$ cat src/rtl/snd_bus_pkg.sv
// Shared definitions for the sound-chip bus arbiter: chip codes, FSM states
// and the phase counter width.
package snd_bus_pkg;

    localparam int CNT_W = 4;

    localparam logic [1:0] CHIP_YM1  = 2'd0;
    localparam logic [1:0] CHIP_YM2  = 2'd1;
    localparam logic [1:0] CHIP_SAA  = 2'd2;
    localparam logic [1:0] CHIP_NONE = 2'd3;

    typedef enum logic [1:0] {
        ST_IDLE   = 2'd0,
        ST_SETUP  = 2'd1,
        ST_STROBE = 2'd2,
        ST_HOLD   = 2'd3
    } state_t;

    // Only the two YM chips can be read; the SAA is write-only.
    function automatic logic chip_readable(input logic [1:0] chip);
        return (chip == CHIP_YM1) || (chip == CHIP_YM2);
    endfunction

endpackage

$ cat src/rtl/snd_bus_rr_sel.sv
// Two-way grant select between host (H) and GS/sequencer (G) requests.
// SNDBUS_RR_EN selects round-robin; otherwise H has fixed priority.
module snd_bus_rr_sel (
    input  logic h_req,
    input  logic g_req,
    input  logic last_grant_g,
    output logic grant_g
);

`ifdef SNDBUS_RR_EN
    // On a tie the requester that did not win last time is served.
    assign grant_g = g_req & (~h_req | ~last_grant_g);
`else
    logic unused_last_grant;
    assign unused_last_grant = last_grant_g;
    assign grant_g           = g_req & ~h_req;
`endif

endmodule

$ cat src/rtl/snd_bus_arbiter.sv
// Sound-chip bus arbiter: sequences one H or G access at a time as
// setup/strobe/hold phases; arbitration mode chosen by SNDBUS_RR_EN.
module snd_bus_arbiter
    import snd_bus_pkg::*;
#(
    parameter int T_SU = 2,
    parameter int T_ST = 4,
    parameter int T_HD = 2
) (
    input  logic       clk32,
    input  logic       rst_n,
    input  logic       h_req,
    input  logic       h_we,
    input  logic [1:0] h_chip,
    input  logic       h_a0,
    input  logic [7:0] h_wdata,
    output logic       h_ack,
    input  logic       g_req,
    input  logic       g_we,
    input  logic [1:0] g_chip,
    input  logic       g_a0,
    input  logic [7:0] g_wdata,
    output logic       g_ack,
    output logic [7:0] rdata,
    input  logic [7:0] ad_in,
    output logic [7:0] ad_out,
    output logic       ad_oe,
    output logic       aa0,
    output logic       n_ard,
    output logic       n_awr,
    output logic       n_ym1_cs,
    output logic       n_ym2_cs,
    output logic       n_saa_cs,
    output logic       busy
);

    localparam logic [CNT_W-1:0] SU_LOAD = CNT_W'(T_SU - 1);
    localparam logic [CNT_W-1:0] ST_LOAD = CNT_W'(T_ST - 1);
    localparam logic [CNT_W-1:0] HD_LOAD = CNT_W'(T_HD - 1);
    localparam logic [CNT_W-1:0] CNT_ONE = CNT_W'(1);

    state_t           state_q, state_d;
    logic [CNT_W-1:0] cnt_q, cnt_d;
    logic             last_g_q, last_g_d;
    logic             gnt_g_q, gnt_g_d;
    logic             we_q, we_d;
    logic [1:0]       chip_q, chip_d;
    logic             a0_q, a0_d;
    logic [7:0]       wdata_q, wdata_d;
    logic [7:0]       rbuf_q, rbuf_d;
    logic             sel_g;

    logic [7:0] ad_out_q, ad_out_d;
    logic       ad_oe_q, ad_oe_d;
    logic       aa0_q, aa0_d;
    logic       n_ard_q, n_ard_d;
    logic       n_awr_q, n_awr_d;
    logic       n_ym1_cs_q, n_ym1_cs_d;
    logic       n_ym2_cs_q, n_ym2_cs_d;
    logic       n_saa_cs_q, n_saa_cs_d;
    logic       h_ack_q, h_ack_d;
    logic       g_ack_q, g_ack_d;
    logic [7:0] rdata_q, rdata_d;
    logic       on_bus, in_strobe, last_hold;

    snd_bus_rr_sel u_rr_sel (
        .h_req        (h_req),
        .g_req        (g_req),
        .last_grant_g (last_g_q),
        .grant_g      (sel_g)
    );

    always_ff @(posedge clk32) begin
        if (!rst_n) begin
            state_q  <= ST_IDLE;
            cnt_q    <= '0;
            last_g_q <= 1'b1;
            gnt_g_q  <= 1'b0;
            we_q     <= 1'b0;
            chip_q   <= CHIP_NONE;
            a0_q     <= 1'b0;
            wdata_q  <= 8'h00;
            rbuf_q   <= 8'hFF;
        end else begin
            state_q  <= state_d;
            cnt_q    <= cnt_d;
            last_g_q <= last_g_d;
            gnt_g_q  <= gnt_g_d;
            we_q     <= we_d;
            chip_q   <= chip_d;
            a0_q     <= a0_d;
            wdata_q  <= wdata_d;
            rbuf_q   <= rbuf_d;
        end
    end

    // Requester fields are captured only at grant; read data is captured
    // on the final strobe cycle while n_ard is still low on the pins.
    always_comb begin
        state_d  = state_q;
        cnt_d    = cnt_q;
        last_g_d = last_g_q;
        gnt_g_d  = gnt_g_q;
        we_d     = we_q;
        chip_d   = chip_q;
        a0_d     = a0_q;
        wdata_d  = wdata_q;
        rbuf_d   = rbuf_q;
        case (state_q)
            ST_IDLE: begin
                if (h_req || g_req) begin
                    state_d  = ST_SETUP;
                    cnt_d    = SU_LOAD;
                    gnt_g_d  = sel_g;
                    last_g_d = sel_g;
                    we_d     = sel_g ? g_we    : h_we;
                    chip_d   = sel_g ? g_chip  : h_chip;
                    a0_d     = sel_g ? g_a0    : h_a0;
                    wdata_d  = sel_g ? g_wdata : h_wdata;
                end
            end
            ST_SETUP: begin
                if (cnt_q == '0) begin
                    state_d = ST_STROBE;
                    cnt_d   = ST_LOAD;
                end else begin
                    cnt_d = cnt_q - CNT_ONE;
                end
            end
            ST_STROBE: begin
                if (cnt_q == '0) begin
                    state_d = ST_HOLD;
                    cnt_d   = HD_LOAD;
                    rbuf_d  = chip_readable(chip_q) ? ad_in : 8'hFF;
                end else begin
                    cnt_d = cnt_q - CNT_ONE;
                end
            end
            ST_HOLD: begin
                if (cnt_q == '0) begin
                    state_d = ST_IDLE;
                end else begin
                    cnt_d = cnt_q - CNT_ONE;
                end
            end
            default: state_d = ST_IDLE;
        endcase
    end

    // Pin values are decoded from the current phase and registered, so the
    // bus trails the FSM by one cycle and never sees requester inputs directly.
    always_comb begin
        on_bus     = (state_q != ST_IDLE);
        in_strobe  = (state_q == ST_STROBE);
        last_hold  = (state_q == ST_HOLD) && (cnt_q == '0);
        ad_oe_d    = on_bus && we_q;
        ad_out_d   = (on_bus && we_q) ? wdata_q : 8'h00;
        aa0_d      = on_bus && a0_q;
        n_ym1_cs_d = !(on_bus && (chip_q == CHIP_YM1));
        n_ym2_cs_d = !(on_bus && (chip_q == CHIP_YM2));
        n_saa_cs_d = !(on_bus && (chip_q == CHIP_SAA));
        n_awr_d    = !(in_strobe && we_q);
        n_ard_d    = !(in_strobe && !we_q && chip_readable(chip_q));
        h_ack_d    = last_hold && !gnt_g_q;
        g_ack_d    = last_hold && gnt_g_q;
        rdata_d    = (last_hold && !we_q) ? rbuf_q : rdata_q;
    end

    always_ff @(posedge clk32) begin
        if (!rst_n) begin
            ad_out_q   <= 8'h00;
            ad_oe_q    <= 1'b0;
            aa0_q      <= 1'b0;
            n_ard_q    <= 1'b1;
            n_awr_q    <= 1'b1;
            n_ym1_cs_q <= 1'b1;
            n_ym2_cs_q <= 1'b1;
            n_saa_cs_q <= 1'b1;
            h_ack_q    <= 1'b0;
            g_ack_q    <= 1'b0;
            rdata_q    <= 8'hFF;
        end else begin
            ad_out_q   <= ad_out_d;
            ad_oe_q    <= ad_oe_d;
            aa0_q      <= aa0_d;
            n_ard_q    <= n_ard_d;
            n_awr_q    <= n_awr_d;
            n_ym1_cs_q <= n_ym1_cs_d;
            n_ym2_cs_q <= n_ym2_cs_d;
            n_saa_cs_q <= n_saa_cs_d;
            h_ack_q    <= h_ack_d;
            g_ack_q    <= g_ack_d;
            rdata_q    <= rdata_d;
        end
    end

    assign ad_out   = ad_out_q;
    assign ad_oe    = ad_oe_q;
    assign aa0      = aa0_q;
    assign n_ard    = n_ard_q;
    assign n_awr    = n_awr_q;
    assign n_ym1_cs = n_ym1_cs_q;
    assign n_ym2_cs = n_ym2_cs_q;
    assign n_saa_cs = n_saa_cs_q;
    assign h_ack    = h_ack_q;
    assign g_ack    = g_ack_q;
    assign rdata    = rdata_q;
    assign busy     = (state_q != ST_IDLE);

endmodule

$ cat config.mk
export PLATFORM = sky130hd
export DESIGN_NAME = snd_bus_arbiter
export DESIGN_NICKNAME = d
export VERILOG_FILES = /design/src/rtl/snd_bus_pkg.sv /design/src/rtl/snd_bus_rr_sel.sv /design/src/rtl/snd_bus_arbiter.sv
export SDC_FILE = /design/constraint.sdc
export NUM_CORES = 1
export LEC_CHECK = 0
export ABC_AREA = 1
export BUFFER_PORTS_ARGS = -buffer_cell sky130_fd_sc_hd__buf_2
export CAP_MARGIN = 20
export CORE_UTILIZATION = 40
export CTS_CLUSTER_SIZE = 30
export DETAILED_ROUTE_END_ITERATION = 7
export GPL_ROUTABILITY_DRIVEN = 0
export PLACE_DENSITY_LB_ADDON = 0.08
export SYNTH_ARGS = -nofsm -noshare
export SYNTH_HDL_FRONTEND = slang
export SYNTH_SLANG_ARGS = --single-unit
$ cat constraint.sdc
create_clock -name clk32 -period 1.35 [get_ports clk32]
set_clock_uncertainty 0.15 [all_clocks]
set_input_delay 0.3375 -clock clk32 [delete_from_list [all_inputs] [get_ports clk32]]
set_output_delay 0.3375 -clock clk32 [all_outputs]
set_load 0.03 [all_outputs]
==> out/qor.yml, run 1 <==
clockBufferDepth: 2
numPortBuffers: 61
drt-total-wl_mm: 5.43
viasPerCell: 4.73
antenna_found_initial: 0
outcome: "finished with violations"
hold_buffers: 0
dieArea_um2: 5430
worstSetupPathType: "register to output port"
ioPinCount: 62
synth_area_leaders: "dfxtp_1 (51%), nand2_1 (11%), nand3_1 (6.6%)"
critPathBufInv: 3
drv_slew: 0
dp.cells: 408
failed_checks: "setup timing"
path_clk_slew_ns: 0.09
dr.pass1.iters: 4
drive_above_1_share_pct: 47.5
critical_path.reg2reg.startpoint: "state_q[0]$_SDFFE_PN0P_"
crit_start: "state_q[0]$_SDFFE_PN0P_"
num_antenna_cells: 0
instances_no_fill: 429
core_area_um2: 4850
area_growth_pct: 52.6
routedWlPerCell_um: 12.7
synth_most_common_cell: "nand2_1"
synth.avg_cell_area_um2: 7.79
crit_path_end_kind: "output port"
numCtsBuffers: 5
clock-sinks: 52
finalHoldViolations: 0
fp.dieW_um: 73.7
cp_top_family: "flip-flops"
drt_iter0_drc: 118
synth_fp_nets: 306
synth_area_um2: 2060
yosys_warnings: 0
path_cells: "inv_2, ha_4, inv_8, buf_6"
dpl.hpwl_mm: 3.60
slowest_stage: "dfxtp_2"
grt_overflow: 0
yosys.area.top_type: "dfxtp_1"
initial_core_util_pct: 42.4
r2r_cells: 8
grt_pass1_vias: 1786
cp.depth: 4
setup-tns-final_ns: -5.13
arrival_ns: 1.07
cts_tree: "yes"
postRouteAntennaNets: 0
endpoint: "busy"
min_path_type: "primary input to register"
rsz0062_at_grt: "yes"
powerDensity_nw_per_um2: 1870
fin_crit_sh_pct: 116
fin_ws_ns: -0.212
gr-usage-all-layers_pct: 20.4
hold_slack_ns: 0.118
r2r_setup_slack_ns: -0.20
p_leak_nw: 1.46
slew_headroom_pct: 79.8
synth-seq-cells: 52
synth_common_cells: "nand2_1 (60), dfxtp_1 (52), nand3_1 (27), inv_1 (26), o21ai_0 (23)"
via_count: 2030
vdd_ir_drop_max_mv: 0.983
die_y_um: 73.7
async_reset_ff_share_pct: 0
max_cap_violations: 0
synth_edf_count: 0
grt_max_degree: 18
root_buffer: "clkbuf_8"
syn_inst: 264
ys.flop_type: "dfxtp_1"
fin_crit_ns: 1.56
synth_top_area_share_pct: 50.6
slowest_delay_ns: 0.36
fin_area_um2: 3140
clk_latency_ns: 0.30
yosysSeqAreaShare_pct: 50.6
synth_cell_types: 23
num_rows: 25
dpl-instance-area_um2: 2620
critPathRequiredTime_ns: 0.86
route.detailed.drc: 0
r2r_end: "wdata_q[5]$_SDFFE_PN0P_"
grt_pass1_wl_mm: 8.40
fmax_ghz: 0.640
worstSetupStartpointType: "register"
worstMarginPinSlew_ns: 0.302
cts_max_level: 2
setup_viol_count_final: 45
crit_fanout: 3
finalNetCount: 403
==> sequential cells by signal (all words and copies together), names as in the netlist, 2 cells and up <==
| name | flops |
|---|---|
| state_q | 2 |
| rdata | 8 |
| rbuf_q | 8 |
| wdata_q | 8 |
| chip_q | 2 |
| ad_out | 8 |
| cnt_q | 4 |
==> routing by layer <==
metal | vias to the layer above | track usage [%] | share of wire [%] | wire (um)
met4 | 0 | 6.62 | 1.1 | 62
met3 | 6 | 5.21 | 5.4 | 293
met2 | 53 | 32.4 | 49 | 2680
met5 | - | 0 | 0 | 0
li1 | 1047 | - | - | -
met1 | 924 | 27.0 | 44 | 2390
==> cells by family after synthesis <==
| kind of cell | after synthesis | share of synthesized area, % |
|---|---|---|
| AO/OA/AOI/OAI | 50 | 13.0 |
| adder cells (fa/ha/maj) | 6 | 3.65 |
| buffers and inverters | 39 | 7.97 |
| flip-flops | 52 | 50.6 |
| AND/OR/NAND/NOR | 117 | 24.8 |
==> worst register-to-register path: stages, from the launching register on <==
cell and delay [ns]:
dfxtp_2 0.34, inv_2 0.08, ha_4 0.17, inv_8 0.04, buf_12 0.12, a21oi_4 0.21, inv_4 0.11, a21oi_1 0.14
a21oi_1 0.08
==> placed cells by master, fill, tap and decap left out, types with 15 or more instances in the layout <==
master,count
buf_2,51
nand2_1,39
nand3_1,20
nand2_2,15
nor2_1,18
a21oi_1,20
o21ai_0,17
buf_4,34
dfxtp_1,47
inv_1,19
==> cell type report <==
cell class | instances | area, um2
clock buffer | 7 | 86.3
clock inverter | 1 | 7.51
fill | 426 | 1710
inverter | 30 | 135
multi-input combinational | 174 | 1110
sequential | 52 | 1050
tap | 67 | 83.8
timing repair buffer | 98 | 671
==> timing repair <==
action	CTS	global route
setup endpoints to repair	39	55
hold endpoints to repair	0	0
setup buffers	8	6
gates cloned	1	0
resized for setup	44	59
pin swaps	12	16
==> metrics by stage <==
step           power (mW)  worst slack (ns)  utilization, %
6_report             5.87            -0.212            64.7
5_1_grt              6.29            -0.285            64.7
4_1_cts              5.49            -0.213            60.5
3_5_place_dp         4.06            -0.158            54.1
3_3_place_gp         4.03            -0.147            54.1
2_1_floorplan        3.39           -0.0522               -
==> worst min-delay path by stage <==
stage / start / end / cells past startpoint
6_report: ad_in[3] / rbuf_q[3]$_SDFFE_PN1P_ / 3
5_1_grt: ad_in[3] / rbuf_q[3]$_SDFFE_PN1P_ / 3
4_1_cts: ad_in[3] / rbuf_q[3]$_SDFFE_PN1P_ / 3
3_5_place_dp: wdata_q[7]$_SDFFE_PN0P_ / ad_out[7]$_SDFF_PN0_ / 2
3_3_place_gp: wdata_q[2]$_SDFFE_PN0P_ / ad_out[2]$_SDFF_PN0_ / 2
2_1_floorplan: chip_q[0]$_SDFFE_PN1P_ / n_ym2_cs$_SDFF_PN1_ / 1
==> where the power goes <==
part,internal (mW),switching [mW]
sequential,1.86,0.221
combinational,1.33,1.54
clock,0.417,0.497
No activity file was read; power rests on OpenSTA's default activity.
==> run 2, diff against run 1 <==
--- a/config.mk
+++ b/config.mk
@@ -6,11 +6,11 @@
 export NUM_CORES = 1
 export LEC_CHECK = 0
 export ABC_AREA = 1
-export BUFFER_PORTS_ARGS = -buffer_cell sky130_fd_sc_hd__buf_2
 export CAP_MARGIN = 20
 export CORE_UTILIZATION = 40
 export CTS_CLUSTER_SIZE = 30
 export DETAILED_ROUTE_END_ITERATION = 7
+export DONT_BUFFER_PORTS = 1
 export GPL_ROUTABILITY_DRIVEN = 0
 export PLACE_DENSITY_LB_ADDON = 0.08
 export SYNTH_ARGS = -nofsm -noshare
==> run 2 against run 1 <==
Compared with the run above:
- the flow still finishes with violations (setup timing)
- sequential share of layout area grew 3.3 points
- wire length down 1.0%
- maximum frequency is 0.48% lower
- largest cell class unchanged
- largest power group unchanged
==> out/qor.yml, run 2 (synthesis results as in run 1) <==
outcome: "finished with violations"
failed_checks: "setup timing"
grt_max_degree: 20  # +2
postRouteAntennaNets: 0  # unchanged
antenna_found_initial: 0  # unchanged
gr-usage-all-layers_pct: 18.9  # -1.5 points
setup_viol_count_final: 47  # +4.4%
numPortBuffers: 0  # -100%
powerDensity_nw_per_um2: 2000  # +6.9%
critPathBufInv: 3  # unchanged
route.detailed.drc: 0  # unchanged
num_rows: 25  # unchanged
path_clk_slew_ns: 0.09  # about the same
drt-total-wl_mm: 5.37  # -1.0%
multi_input_area_um2: 1110  # -0.23%
max_cap_violations: 0  # unchanged
crit_start: "state_q[1]$_SDFFE_PN0P_"
critPathRequiredTime_ns: 0.86  # about the same
cp_top_family: "flip-flops"
crit_path_end_kind: "output port"
grt_overflow: 0  # unchanged
clockBufferDepth: 2  # unchanged
fin_crit_ns: 1.57  # +0.00748 ns
fmax_ghz: 0.637  # -0.48%
slew_headroom_pct: 51.3  # -29 points
p_leak_nw: 1.22  # -17%
viasPerCell: 4.96  # +4.9%
fp.dieW_um: 73.7  # unchanged
clock-sinks: 52  # unchanged
seq_area_um2: 1050  # unchanged
finalNetCount: 346  # -14%
drt_iter0_drc: 62  # -47%
dpl.hpwl_mm: 3.23  # -10%
worstSetupStartpointType: "register"
grt_pass1_vias: 1635  # -8.5%
core_area_um2: 4850  # unchanged
clk_latency_ns: 0.30  # about the same
finalHoldViolations: 0  # unchanged
routedWlPerCell_um: 14.5  # +14%
dieArea_um2: 5430  # unchanged
initial_core_util_pct: 42.4  # unchanged
cts_tree: "yes"
fin_crit_sh_pct: 116  # +0.55 points
layout_common_cells: "dfxtp_1 (47), nand2_1 (42), nand3_1 (22)"
critical_path.reg2reg.startpoint: "state_q[1]$_SDFFE_PN0P_"
path_cells: "inv_2, ha_4, inv_8, buf_6"
min_path_type: "primary input to register"
hold_slack_ns: 0.0130  # -0.105 ns
final_common_cell: "dfxtp_1"
nFillCells: 448  # +5.2%
grt_pass1_wl_mm: 7.72  # -8.1%
numCtsBuffers: 5  # unchanged
vdd_ir_drop_max_mv: 0.864  # -12%
crit_fanout: 3  # unchanged
arrival_ns: 1.08  # about the same
fin_ws_ns: -0.220  # -0.00748 ns
total_power_mw: 5.71  # -2.8%
drive_above_1_share_pct: 36.5  # -11 points
slowest_stage: "dfxtp_2"
die_y_um: 73.7  # unchanged
cts_max_level: 2  # unchanged
via_count: 1842  # -9.3%
worstHoldStart: "rst_n"
dr.pass1.iters: 4  # unchanged
worstMarginPinSlew_ns: 0.731  # +0.428 ns
rsz0062_at_grt: "yes"
slowest_delay_ns: 0.35  # about the same
drv_slew: 0  # unchanged
worstSetupPathType: "register to output port"
ioPinCount: 62  # unchanged
root_buffer: "clkbuf_8"
num_antenna_cells: 0  # unchanged
area_growth_pct: 38.9
-- run 2: cell count changes in the layout (fill, tap and decap cells not counted), sizes merged --
| cell | delta |
|---|---|
| dlymetal6s4s | +1 |
| clkinv | +1 |
| clkbuf | -3 |
| nor2 | -1 |
| buf | -62 |
| dlygate4sd3 | +6 |
-- run 2: report_power, final --
part | internal (mW) | total, mW | switching, mW
sequential | 1.86 | 2.21 | 0.356
clock | 0.353 | 0.856 | 0.503
combinational | 1.24 | 2.64 | 1.40
total | 3.44 | 5.71 | 2.26
-- run 2: worst paths after layout --
check,end,slack [ns],depth (start not counted)
worst max register to register,cnt_q[1]$_SDFFE_PN0P_,-0.21,9
worst max-delay path,busy,-0.22,4
worst min-delay path,cnt_q[3]$_SDFFE_PN0P_,0.01,2
worst min register to register,ad_out[6]$_SDFF_PN0_,0.28,2
-- run 2: final cells by class --
| class | instances | area share (%) |
|---|---|---|
| multi-input cells | 173 | 38.7 |
| clock inverters | 2 | 0.438 |
| repair buffers | 42 | 14.0 |
| well taps | 67 | 2.93 |
| inverters | 30 | 4.82 |
| flip-flops and latches | 52 | 36.7 |
| clock buffers | 5 | 2.41 |
-- run 2: metrics by stage --
| stage | utilization (%) | setup slack (ns) | cells | cell area (um2) | TNS (ns) |
|---|---|---|---|---|---|
| global placement | 47.1 | -0.0788 | 343 | 2290 | -0.967 |
| floorplan | - | -0.0522 | 264 | 2100 | -0.584 |
| global route | 58.9 | -0.294 | 371 | 2860 | -9.95 |
| CTS | 53.6 | -0.201 | 359 | 2600 | -4.50 |
| detailed placement | 47.1 | -0.0954 | 343 | 2290 | -1.44 |
| finish | 58.9 | -0.220 | 371 | 2860 | -6.92 |
-- run 2: timing repair --
action | in CTS | in global routing
hold endpoints to repair | 19 | 8
buffers inserted | 9 | 7
resized for setup | 43 | 56
hold buffers | 1 | 6
setup endpoints to repair | 44 | 48
pin swaps | 18 | 20
-- run 2: metal layers --
metal | up-vias | part of all wire (%) | GRT usage (%)
met5 | - | 0 | 0
met2 | 54 | 49 | 28.2
met3 | 8 | 5.4 | 5.76
met4 | 0 | 2.1 | 9.62
met1 | 853 | 43 | 24.6
li1 | 927 | - | -
